File: src/rtl/counter_event_monitor_pkg.sv
// Shared definitions for the counter event monitor: event mask bit positions,
// the sampling FSM states and the event-record packing helper.
package counter_mon_pkg;

    localparam int MASK_WRAP1 = 0;
    localparam int MASK_WRAP2 = 1;
    localparam int MASK_MATCH = 2;

    // Widest record the packing helper can build; callers truncate to their width.
    localparam int REC_MAX_W = 64;

    typedef enum logic {
        PRIME,
        TRACK
    } mon_state_e;

    // Packs {ts, mask, c1, c2} with c1/c2 each cnt_w bits wide. Inputs are
    // expected zero-extended; the caller casts the result to its record width.
    function automatic logic [REC_MAX_W-1:0] pack_record(
        input int                   cnt_w,
        input logic [REC_MAX_W-1:0] ts,
        input logic [2:0]           mask,
        input logic [REC_MAX_W-1:0] c1,
        input logic [REC_MAX_W-1:0] c2
    );
        logic [REC_MAX_W-1:0] rec;
        rec = (ts << (3 + 2 * cnt_w))
            | ({{(REC_MAX_W-3){1'b0}}, mask} << (2 * cnt_w))
            | (c1 << cnt_w)
            | c2;
        return rec;
    endfunction

endpackage

File: src/rtl/counter_event_monitor_if.sv
// Valid/ready event stream carrying packed event records out of the monitor.
interface counter_event_monitor_if #(
    parameter int W = 27
) ();
    logic         evt_valid;
    logic         evt_ready;
    logic [W-1:0] evt_data;

    modport master (output evt_valid, output evt_data, input evt_ready);
    modport slave  (input evt_valid, input evt_data, output evt_ready);
endinterface

File: src/rtl/counter_event_monitor_sync_fifo.sv
// Synchronous FIFO with a registered head output. A push into an empty FIFO
// becomes visible on dout one cycle later; a push while full is accepted only
// when a pop happens in the same cycle.
module sync_fifo #(
    parameter int WIDTH = 27,
    parameter int DEPTH = 8
) (
    input  logic             clk,
    input  logic             rst,
    input  logic             push,
    input  logic [WIDTH-1:0] din,
    output logic             full,
    input  logic             pop,
    output logic [WIDTH-1:0] dout,
    output logic             empty
);
    localparam int AW = $clog2(DEPTH);

    logic [WIDTH-1:0] mem [DEPTH];
    logic [AW-1:0]    wr_ptr;
    logic [AW-1:0]    rd_ptr;
    logic [AW-1:0]    rd_nxt;
    logic [AW:0]      count;
    logic             do_push;
    logic             do_pop;

    assign empty   = (count == '0);
    assign full    = (count == (AW+1)'(DEPTH));
    assign do_pop  = pop && !empty;
    assign do_push = push && (!full || do_pop);
    assign rd_nxt  = rd_ptr + 1'b1;

    // Storage array write; contents need no reset.
    always_ff @(posedge clk) begin
        if (do_push) begin
            mem[wr_ptr] <= din;
        end
    end

    // Pointers, occupancy and registered head entry.
    always_ff @(posedge clk) begin
        if (rst) begin
            wr_ptr <= '0;
            rd_ptr <= '0;
            count  <= '0;
            dout   <= '0;
        end else begin
            if (do_push) begin
                wr_ptr <= wr_ptr + 1'b1;
            end
            if (do_pop) begin
                rd_ptr <= rd_nxt;
            end
            case ({do_push, do_pop})
                2'b10:   count <= count + 1'b1;
                2'b01:   count <= count - 1'b1;
                default: count <= count;
            endcase
            // Head refresh: next stored entry on pop, or the incoming word
            // when it becomes the only entry.
            if (do_pop) begin
                if (count > (AW+1)'(1)) begin
                    dout <= mem[rd_nxt];
                end else if (do_push) begin
                    dout <= din;
                end
            end else if (empty && do_push) begin
                dout <= din;
            end
        end
    end

endmodule

File: src/rtl/counter_event_monitor.sv
// Samples two upstream counters, detects wrap-around and equality rising
// edges, queues timestamped event records and keeps saturating statistics.
module counter_event_monitor
    import counter_mon_pkg::*;
#(
    parameter int CNT_W      = 4,
    parameter int FIFO_DEPTH = 8,
    parameter int TS_W       = 16,
    parameter int STAT_W     = 8
) (
    input  logic                      clk,
    input  logic                      rst,
    input  logic                      en,
    input  logic                      clr_stats,
    input  logic [CNT_W-1:0]          counter1,
    input  logic [CNT_W-1:0]          counter2,
    counter_event_monitor_if.master   evt,
    output logic [STAT_W-1:0]         wrap_cnt1,
    output logic [STAT_W-1:0]         wrap_cnt2,
    output logic [STAT_W-1:0]         drop_cnt,
    output logic                      overflow
);
    localparam int REC_W = TS_W + 3 + 2 * CNT_W;

    mon_state_e       state;
    logic [TS_W-1:0]  ts;
    logic [CNT_W-1:0] prev1;
    logic [CNT_W-1:0] prev2;
    logic             prev_eq;
    logic [2:0]       mask;
    logic [REC_W-1:0] rec;
    logic             push;
    logic             pop;
    logic             drop;
    logic             fifo_full;
    logic             fifo_empty;
    logic [REC_W-1:0] fifo_dout;

    function automatic logic [STAT_W-1:0] sat_inc(
        input logic [STAT_W-1:0] v,
        input logic              inc
    );
        if (inc && (v != {STAT_W{1'b1}})) begin
            return v + 1'b1;
        end
        return v;
    endfunction

    // Event detection against the previous enabled sample (TRACK only).
    always_comb begin
        mask = '0;
        if (en && (state == TRACK)) begin
            mask[MASK_WRAP1] = (counter1 < prev1);
            mask[MASK_WRAP2] = (counter2 < prev2);
            mask[MASK_MATCH] = (counter1 == counter2) && !prev_eq;
        end
    end

    assign push = |mask;
    assign pop  = !fifo_empty && evt.evt_ready;
    assign drop = push && fifo_full && !pop;
    assign rec  = REC_W'(pack_record(CNT_W, REC_MAX_W'(ts), mask,
                                     REC_MAX_W'(counter1), REC_MAX_W'(counter2)));

    assign evt.evt_valid = !fifo_empty;
    assign evt.evt_data  = fifo_dout;

    // Free-running timestamp, independent of en.
    always_ff @(posedge clk) begin
        if (rst) begin
            ts <= '0;
        end else begin
            ts <= ts + 1'b1;
        end
    end

    // Sampling FSM: first enabled sample only primes the history.
    always_ff @(posedge clk) begin
        if (rst) begin
            state   <= PRIME;
            prev1   <= '0;
            prev2   <= '0;
            prev_eq <= 1'b0;
        end else if (en) begin
            case (state)
                PRIME:   state <= TRACK;
                TRACK:   state <= TRACK;
                default: state <= PRIME;
            endcase
            prev1   <= counter1;
            prev2   <= counter2;
            prev_eq <= (counter1 == counter2);
        end
    end

    // Saturating statistics; a clear wins over a same-cycle increment.
    always_ff @(posedge clk) begin
        if (rst || clr_stats) begin
            wrap_cnt1 <= '0;
            wrap_cnt2 <= '0;
            drop_cnt  <= '0;
            overflow  <= 1'b0;
        end else begin
            wrap_cnt1 <= sat_inc(wrap_cnt1, mask[MASK_WRAP1]);
            wrap_cnt2 <= sat_inc(wrap_cnt2, mask[MASK_WRAP2]);
            drop_cnt  <= sat_inc(drop_cnt, drop);
            overflow  <= overflow | drop;
        end
    end

    sync_fifo #(
        .WIDTH (REC_W),
        .DEPTH (FIFO_DEPTH)
    ) u_fifo (
        .clk   (clk),
        .rst   (rst),
        .push  (push),
        .din   (rec),
        .full  (fifo_full),
        .pop   (pop),
        .dout  (fifo_dout),
        .empty (fifo_empty)
    );

endmodule

File: src/flat_wrapper.sv
// flat-port wrapper written by rule: the top's interface ports become plain ports
module counter_event_monitor_flat import counter_mon_pkg::*;
#(
    parameter int CNT_W      = 4,
    parameter int FIFO_DEPTH = 8,
    parameter int TS_W       = 16,
    parameter int STAT_W     = 8
)
  (clk, rst, en, clr_stats, counter1, counter2, wrap_cnt1, wrap_cnt2, drop_cnt, overflow, evt_evt_valid, evt_evt_data, evt_evt_ready);
  counter_event_monitor_if #(.W((TS_W + 3 + 2 * CNT_W))) evt_i ();
  input  logic clk;
  input  logic rst;
  input  logic en;
  input  logic clr_stats;
  input  logic [CNT_W-1:0] counter1;
  input  logic [CNT_W-1:0] counter2;
  output logic [STAT_W-1:0] wrap_cnt1;
  output logic [STAT_W-1:0] wrap_cnt2;
  output logic [STAT_W-1:0] drop_cnt;
  output logic overflow;
  output wire logic [$bits(evt_i.evt_valid)-1:0] evt_evt_valid;
  output wire logic [$bits(evt_i.evt_data)-1:0] evt_evt_data;
  input wire logic [$bits(evt_i.evt_ready)-1:0] evt_evt_ready;
  assign evt_evt_valid = evt_i.evt_valid;
  assign evt_evt_data = evt_i.evt_data;
  assign evt_i.evt_ready = evt_evt_ready;
  counter_event_monitor #(.CNT_W(CNT_W), .FIFO_DEPTH(FIFO_DEPTH), .TS_W(TS_W), .STAT_W(STAT_W)) u_core (.clk(clk), .rst(rst), .en(en), .clr_stats(clr_stats), .counter1(counter1), .counter2(counter2), .evt(evt_i), .wrap_cnt1(wrap_cnt1), .wrap_cnt2(wrap_cnt2), .drop_cnt(drop_cnt), .overflow(overflow));
endmodule
File: config.mk
export PLATFORM = sky130hd
export DESIGN_NAME = counter_event_monitor_flat
export DESIGN_NICKNAME = d
export VERILOG_FILES = /design/src/rtl/counter_event_monitor_pkg.sv /design/src/rtl/counter_event_monitor_if.sv /design/src/rtl/counter_event_monitor_sync_fifo.sv /design/src/rtl/counter_event_monitor.sv /design/src/flat_wrapper.sv
export SDC_FILE = /design/constraint.sdc
export NUM_CORES = 1
export LEC_CHECK = 0
export ABC_AREA = 1
export BUFFER_PORTS_ARGS = -buffer_cell sky130_fd_sc_hd__buf_2
export CAP_MARGIN = 25
export CORE_ASPECT_RATIO = 1.4
export CORE_MARGIN = 3
export CORE_UTILIZATION = 26
export DETAILED_ROUTE_END_ITERATION = 10
export PLACE_DENSITY = 0.38
export SLEW_MARGIN = 0
export SYNTH_ARGS = -nofsm -noshare
export SYNTH_HDL_FRONTEND = slang
export SYNTH_HIERARCHICAL = 1
export SYNTH_SLANG_ARGS = --single-unit
File: constraint.sdc
create_clock -name clk -period 3.84 [get_ports clk]
set_input_delay 0.576 -clock clk [delete_from_list [all_inputs] [get_ports clk]]
set_output_delay 0.576 -clock clk [all_outputs]
set_load 0.05 [all_outputs]
---- Yosys cells after proc, flatten, opt, wreduce, memory -nomap -nowiden ----
Memories as Yosys holds them, arrays and structs flattened.
Index checks and enable logic that the tools add are counted.
word-level totals
  memory bits (read-only) ................. 0
  register bits ........................... 88
  bits in latches ......................... 0
  memories kept ........................... 1
  memory bits (writable) .................. 216
operators by class
  div/mod/pow operators ................... 0
  reductions and logical operators ........ 22
  shift operators ......................... 0
  bitwise logic cells ..................... 4
  muxes and demuxes ....................... 17
  $lt $le $gt $ge ......................... 3
  multiply operators ...................... 0
  add/subtract/negate cells ............... 8
  equality and inequality tests ........... 8
memory list
  name               depth  width  rd ports  clocked after Yosys merged registers in  wr ports  RTL line                               source
  u_core.u_fifo.mem  8      27     1         0                                        1         counter_event_monitor_sync_fifo.sv:19  logic [WIDTH-1:0] mem [DEPTH];
operators by type and width
  cell                     number
  $mux W27                 4
  $or A27 B11 Y27          1
  $or A27 B4 Y27           1
  $or A27 B8 Y27           1
  $add A8 B1 Y8 const B    3
  $mux W8                  3
  $ne A8 B8 Y1 const B     3
  $add A16 B1 Y16 const B  1
  $logic_and A1 B1 Y1      11
  $lt A4 B4 Y1             2
  $mux W1                  8
  $pmux W4 S2              1
  $add A3 B1 Y3 const B    2
  $add A4 B1 Y4 const B    1
  $eq A4 B4 Y1             1
  $eq A4 B4 Y1 const B     1
  $gt A4 B1 Y1 const B     1
  $logic_not A1 Y1         4
  $logic_not A4 Y1         1
  $reduce_bool A2 Y1       2
  $sub A4 B1 Y4 const B    1
  $mux W3                  1
  $ne A3 B2 Y1 const B     1
  $reduce_or A3 Y1         1
  other kinds (5)          6

---- Depth between registers and ports, before layout ----
  depth after elaboration ................. 9
  gate-level depth with buffers ........... 15
  gate-level depth less buffers ........... 14

---- Cells and area by module ----
Netlist, hierarchy kept.
by module, submodules not included
  module                 area each (µm²)  instances  cells each
  sync_fifo              11453.5          1          1270
  counter_event_monitor  2676.3           1          386

---- Worst setup path before layout ----
No wires, ideal clock.
  kind .................................... input to register
  start ................................... in counter2[3]
  end ..................................... mem u_core.u_fifo.mem[0][0], enable pin
  slack ................................... 0.393 ns
  arrival time ............................ 3.036 ns
  stages .................................. 9
  cell sequence ........................... ha_1 -> nand2_1 -> nor3b_1 -> nand2_1 -> nand3_2 -> buf_6 -> o21ai_4 -> or2_2 -> nor2_1
between the ends
  word-level cells in the longest chain between the ends .. 7
RTL lines
  element                                                               RTL line                               source
  start, declared                                                       flat_wrapper.sv:16                     input logic [CNT_W-1:0] counter2;
  parallel branches: the longest is 2 deep, another holds $lt A4 B4 Y1  n/a
  $mux W3 *                                                             counter_event_monitor.sv:52            if (en && (state == TRACK)) begin
  $reduce_or A3 Y1 *                                                    counter_event_monitor.sv:59            assign push = |mask;
  named net u_core.push                                                 counter_event_monitor.sv:32            logic push;
  $logic_and A1 B1 Y1 *                                                 counter_event_monitor_sync_fifo.sv:30  assign do_push = push && (!full || do_pop);
  $mux W1 *                                                             counter_event_monitor_sync_fifo.sv:35  if (do_push) begin
  $mux W1 (not written as such) *                                       counter_event_monitor_sync_fifo.sv:36  mem[wr_ptr] <= din;
  end, declared                                                         counter_event_monitor_sync_fifo.sv:19
Mark *: on every way through the listed nets, which the timed path passes.

---- Worst setup path in the final report ----
  start ................................... reg u_core.u_fifo.count[0]
  end ..................................... mem u_core.u_fifo.mem[6][0], enable pin
between the ends
  word-level cells in the longest chain between the ends .. 8
RTL lines
  element                        RTL line                               source
  start, declared                counter_event_monitor_sync_fifo.sv:23  logic [AW:0] count;
  start signal, assigned         counter_event_monitor_sync_fifo.sv:55  2'b10: count <= count + 1'b1;
  start signal, assigned         counter_event_monitor_sync_fifo.sv:56  2'b01: count <= count - 1'b1;
  start signal, assigned         counter_event_monitor_sync_fifo.sv:57  default: count <= count;
  $logic_not A4 Y1               counter_event_monitor_sync_fifo.sv:27  assign empty = (count == '0);
  named net u_core.fifo_empty    counter_event_monitor.sv:36            logic fifo_empty;
  $logic_not A1 Y1               counter_event_monitor.sv:60            assign pop = !fifo_empty && evt.evt_ready;
  $logic_and A1 B1 Y1            counter_event_monitor.sv:60
  named net u_core.pop           counter_event_monitor.sv:33            logic pop;
  $logic_and A1 B1 Y1            counter_event_monitor_sync_fifo.sv:29  assign do_pop = pop && !empty;
  $logic_or A1 B1 Y1             counter_event_monitor_sync_fifo.sv:30
  $logic_and A1 B1 Y1            counter_event_monitor_sync_fifo.sv:30
  $mux W1                        counter_event_monitor_sync_fifo.sv:35
  $mux W1 (not written as such)  counter_event_monitor_sync_fifo.sv:36
The timed path passes the listed nets, and every way through them passes these cells.

==> flow_summary.ini <==
[clock_network]
clk_latency_ns = 0.52
clock_sinks = 304
path_clk_slew_ns = 0.06
cts_hold_buf = 0
htree_levels = 2
clockBufferDepth = 3
cts_buffers = 36
cts_resized = 0
post_cts_buffers = 0
cts_tree = yes
cts_root_buffer = clkbuf_16

[timing]
finClkSkew_ns = 0.0123
period_share_pct = 73.0
slew_headroom_pct = 39.4
finalSetupTns_ns = 0
max_freq_mhz = 357
setup_viol = 0
min_period_ns = 2.80
drv_slew = 0
hold_viol_final = 0
grt_setup_unrepaired = false
tightestPinTransition_ns = 0.905

[pwr]
p_sw_share_pct = 28.3
power.density_nw_per_um2 = 494
ir_drop_uv = 325
p_comb_share_pct = 15.0
power_switching_w = 0.00231
clkPwrFrac_pct = 39.8
p_int_w = 0.00583
seqPwrFrac_pct = 45.3
leakagePower_nw = 7.32

[cells_and_area]
final_area_um2 = 16500
nFillCells = 5688
layout.cells.most_common = nand2_1
post-route-util_pct = 30.8
num_antenna_cells = 0
final_cell_mix = nand2_1 (465), inv_1 (314), edfxtp_1 (216)
nets = 1749
drive_above_1_share_pct = 10.4
syn_to_final_growth_pct = 16.5

[yosys]
synthArstFlopShare_pct = 0
syn-num-nets = 1684
ys_warn_count = 6
netlist_instances = 1656
syn_area_um2 = 14100
seq_area_frac_synth_pct = 58.4
synth-seq-cells = 304
synth.avg_cell_area_um2 = 8.53
synth_cell_type_count = 35
synth_top_flop_cell = edfxtp_1
synth-edff-count = 216

[grt]
overflow = 0
antenna_found_initial = 0
grt_usage_pct = 13.8
grt_pass1_wl_um = 61300
grt_max_degree = 69
grt_pass1_vias = 10353

[setup_path]
cp-startpoint = u_core/u_fifo/count[0]$_SDFFE_PP0P_
worstPathArrival_ns = 2.98
setup.worst_path.class = reg2reg
cp_max_fo = 17
cp-start-kind = flop
reg2reg_from = u_core/u_fifo/count[0]$_SDFFE_PP0P_
worstPathRequired_ns = 4.01
crit_path_end_kind = flop

[routing]
ant_nets = 0
wl_um = 39500
drt-vias-per-instance = 4.25
drt_pre_antenna_iters = 5
drtIter0Drc = 446
drc = 0
num_vias = 10459
routedWlPerCell_um = 16.1

[placed_design]
place_congestion = 0.757
io_buffers = 65
dp.final_hpwl_um = 23800
place_area_um2 = 15400

[floorplan]
num_rows = 100
die_x_um = 203
ios = 66
start_util_pct = 26.4
die_h_um = 282
dieArea_um2 = 57200
core_area_um2 = 53400

[run]
max_cap_violations = 0

[status]
outcome = finished, final reports clean

[hold_path]
min_path_type = in2reg
hold_start = counter1[0]
[cells by family (layout without fill, tap and decap cells)]
group	after synthesis	in the layout	synth area share [%]
fa+ha+maj	15	15	1.33
flops	304	304	58.4
xor+xnor	13	13	0.859
compound gates	72	72	2.67
buf+inv	387	477	10.9
simple gates	865	865	25.9
[path summary, 6_finish.rpt]
kind         slack (ns)                                end  depth (start not counted)
max reg2reg        1.04  u_core/u_fifo/mem[6][0]$_DFFE_PP_                          9
min                0.43  u_core/u_fifo/mem[1][4]$_DFFE_PP_                          1
max                1.04  u_core/u_fifo/mem[6][0]$_DFFE_PP_                          9
min reg2reg        0.47          u_core/state$_SDFFE_PP0P_                          2
[per-stage QoR]
step                      worst slack (ns)  hold slack [ns]  cells  total power [W]
after floorplan                      0.393            0.435   1656          0.00462
final                                 1.04            0.429   2460          0.00814
after global placement               0.811            0.445   2397          0.00500
after global routing                 0.797            0.417   2460          0.00854
after detailed placement             0.824            0.455   2397          0.00501
after CTS                             1.02            0.395   2460          0.00831
[state kept, by name, summed over array words and instances, names as in the netlist]
signal	count
u_core/ts	16
u_core/overflow	1
u_core/u_fifo/rd_ptr	3
u_core/u_fifo/wr_ptr	3
u_core/state	1
u_core/u_fifo/dout	27
u_core/wrap_cnt1	8
u_core/prev1	4
u_core/u_fifo/count	4
u_core/drop_cnt	8
u_core/wrap_cnt2	8
u_core/prev2	4
u_core/prev_eq	1
u_core/u_fifo/mem	216
[critical path: stages (launching register included)]
cell	delay (ns)
dfxtp_1	0.41
inv_1	0.12
ha_1	0.27
nand2_2	0.13
inv_2	0.05
nor2_1	0.42
o21ai_4	0.17
or2_2	0.41
nor2_4	0.11
buf_4	0.35
[power by group through the flow]
| stage | clock network (W) | logic, W | registers [W] |
|---|---|---|---|
| 3_3_place_gp | 0 | 0.00124 | 0.00376 |
| 4_1_cts | 0.00337 | 0.00125 | 0.00369 |
| 5_1_grt | 0.00348 | 0.00136 | 0.00370 |
| 3_5_place_dp | 0 | 0.00125 | 0.00376 |
| 6_report | 0.00324 | 0.00122 | 0.00368 |
| 2_1_floorplan | 0 | 0.000634 | 0.00399 |
[routing by layer]
layer / global-route usage, % / wire length, µm / up-vias
met1: 16.6 / 17200 / 4959
met4: 4.47 / 1140 / 0
met2: 25.4 / 20200 / 133
li1: - / - / 5307
met5: 0 / 0 / -
met3: 1.77 / 1030 / 60
[cells in the mapped netlist (2+ instances only)]
cell type	number	area share, %
inv_2	6	0.16
a21oi_1	42	1.5
ha_1	15	1.3
nor2_1	166	4.4
nor2_2	5	0.22
nand4_1	9	0.40
nor3_1	8	0.28
nand3_1	192	6.8
clkbuf_1	27	0.72
nand2_4	4	0.32
nor3_2	2	0.14
xnor2_1	3	0.19
buf_4	3	0.16
nor3_4	2	0.23
nand2_1	465	12
buf_2	21	0.74
o21ai_0	26	0.92
buf_6	6	0.48
inv_1	315	8.4
o21a_1	2	0.11
buf_1	7	0.19
xor2_1	9	0.56
nand2_2	3	0.13
edfxtp_1	216	46
dfxtp_1	88	12
nand3_2	4	0.28
nor3b_1	2	0.11
[final cells by class]
class / count / area [µm²] / area share (%)
clock inverter: 13 / 83.8 / 0.509
sequential: 304 / 8250 / 50.1
timing repair buffer: 91 / 583 / 3.54
multi-input combinational: 965 / 4410 / 26.8
clock buffer: 50 / 1010 / 6.16
inverter: 323 / 1220 / 7.41
tap: 714 / 893 / 5.43
Power figures use the tool's default switching activity.
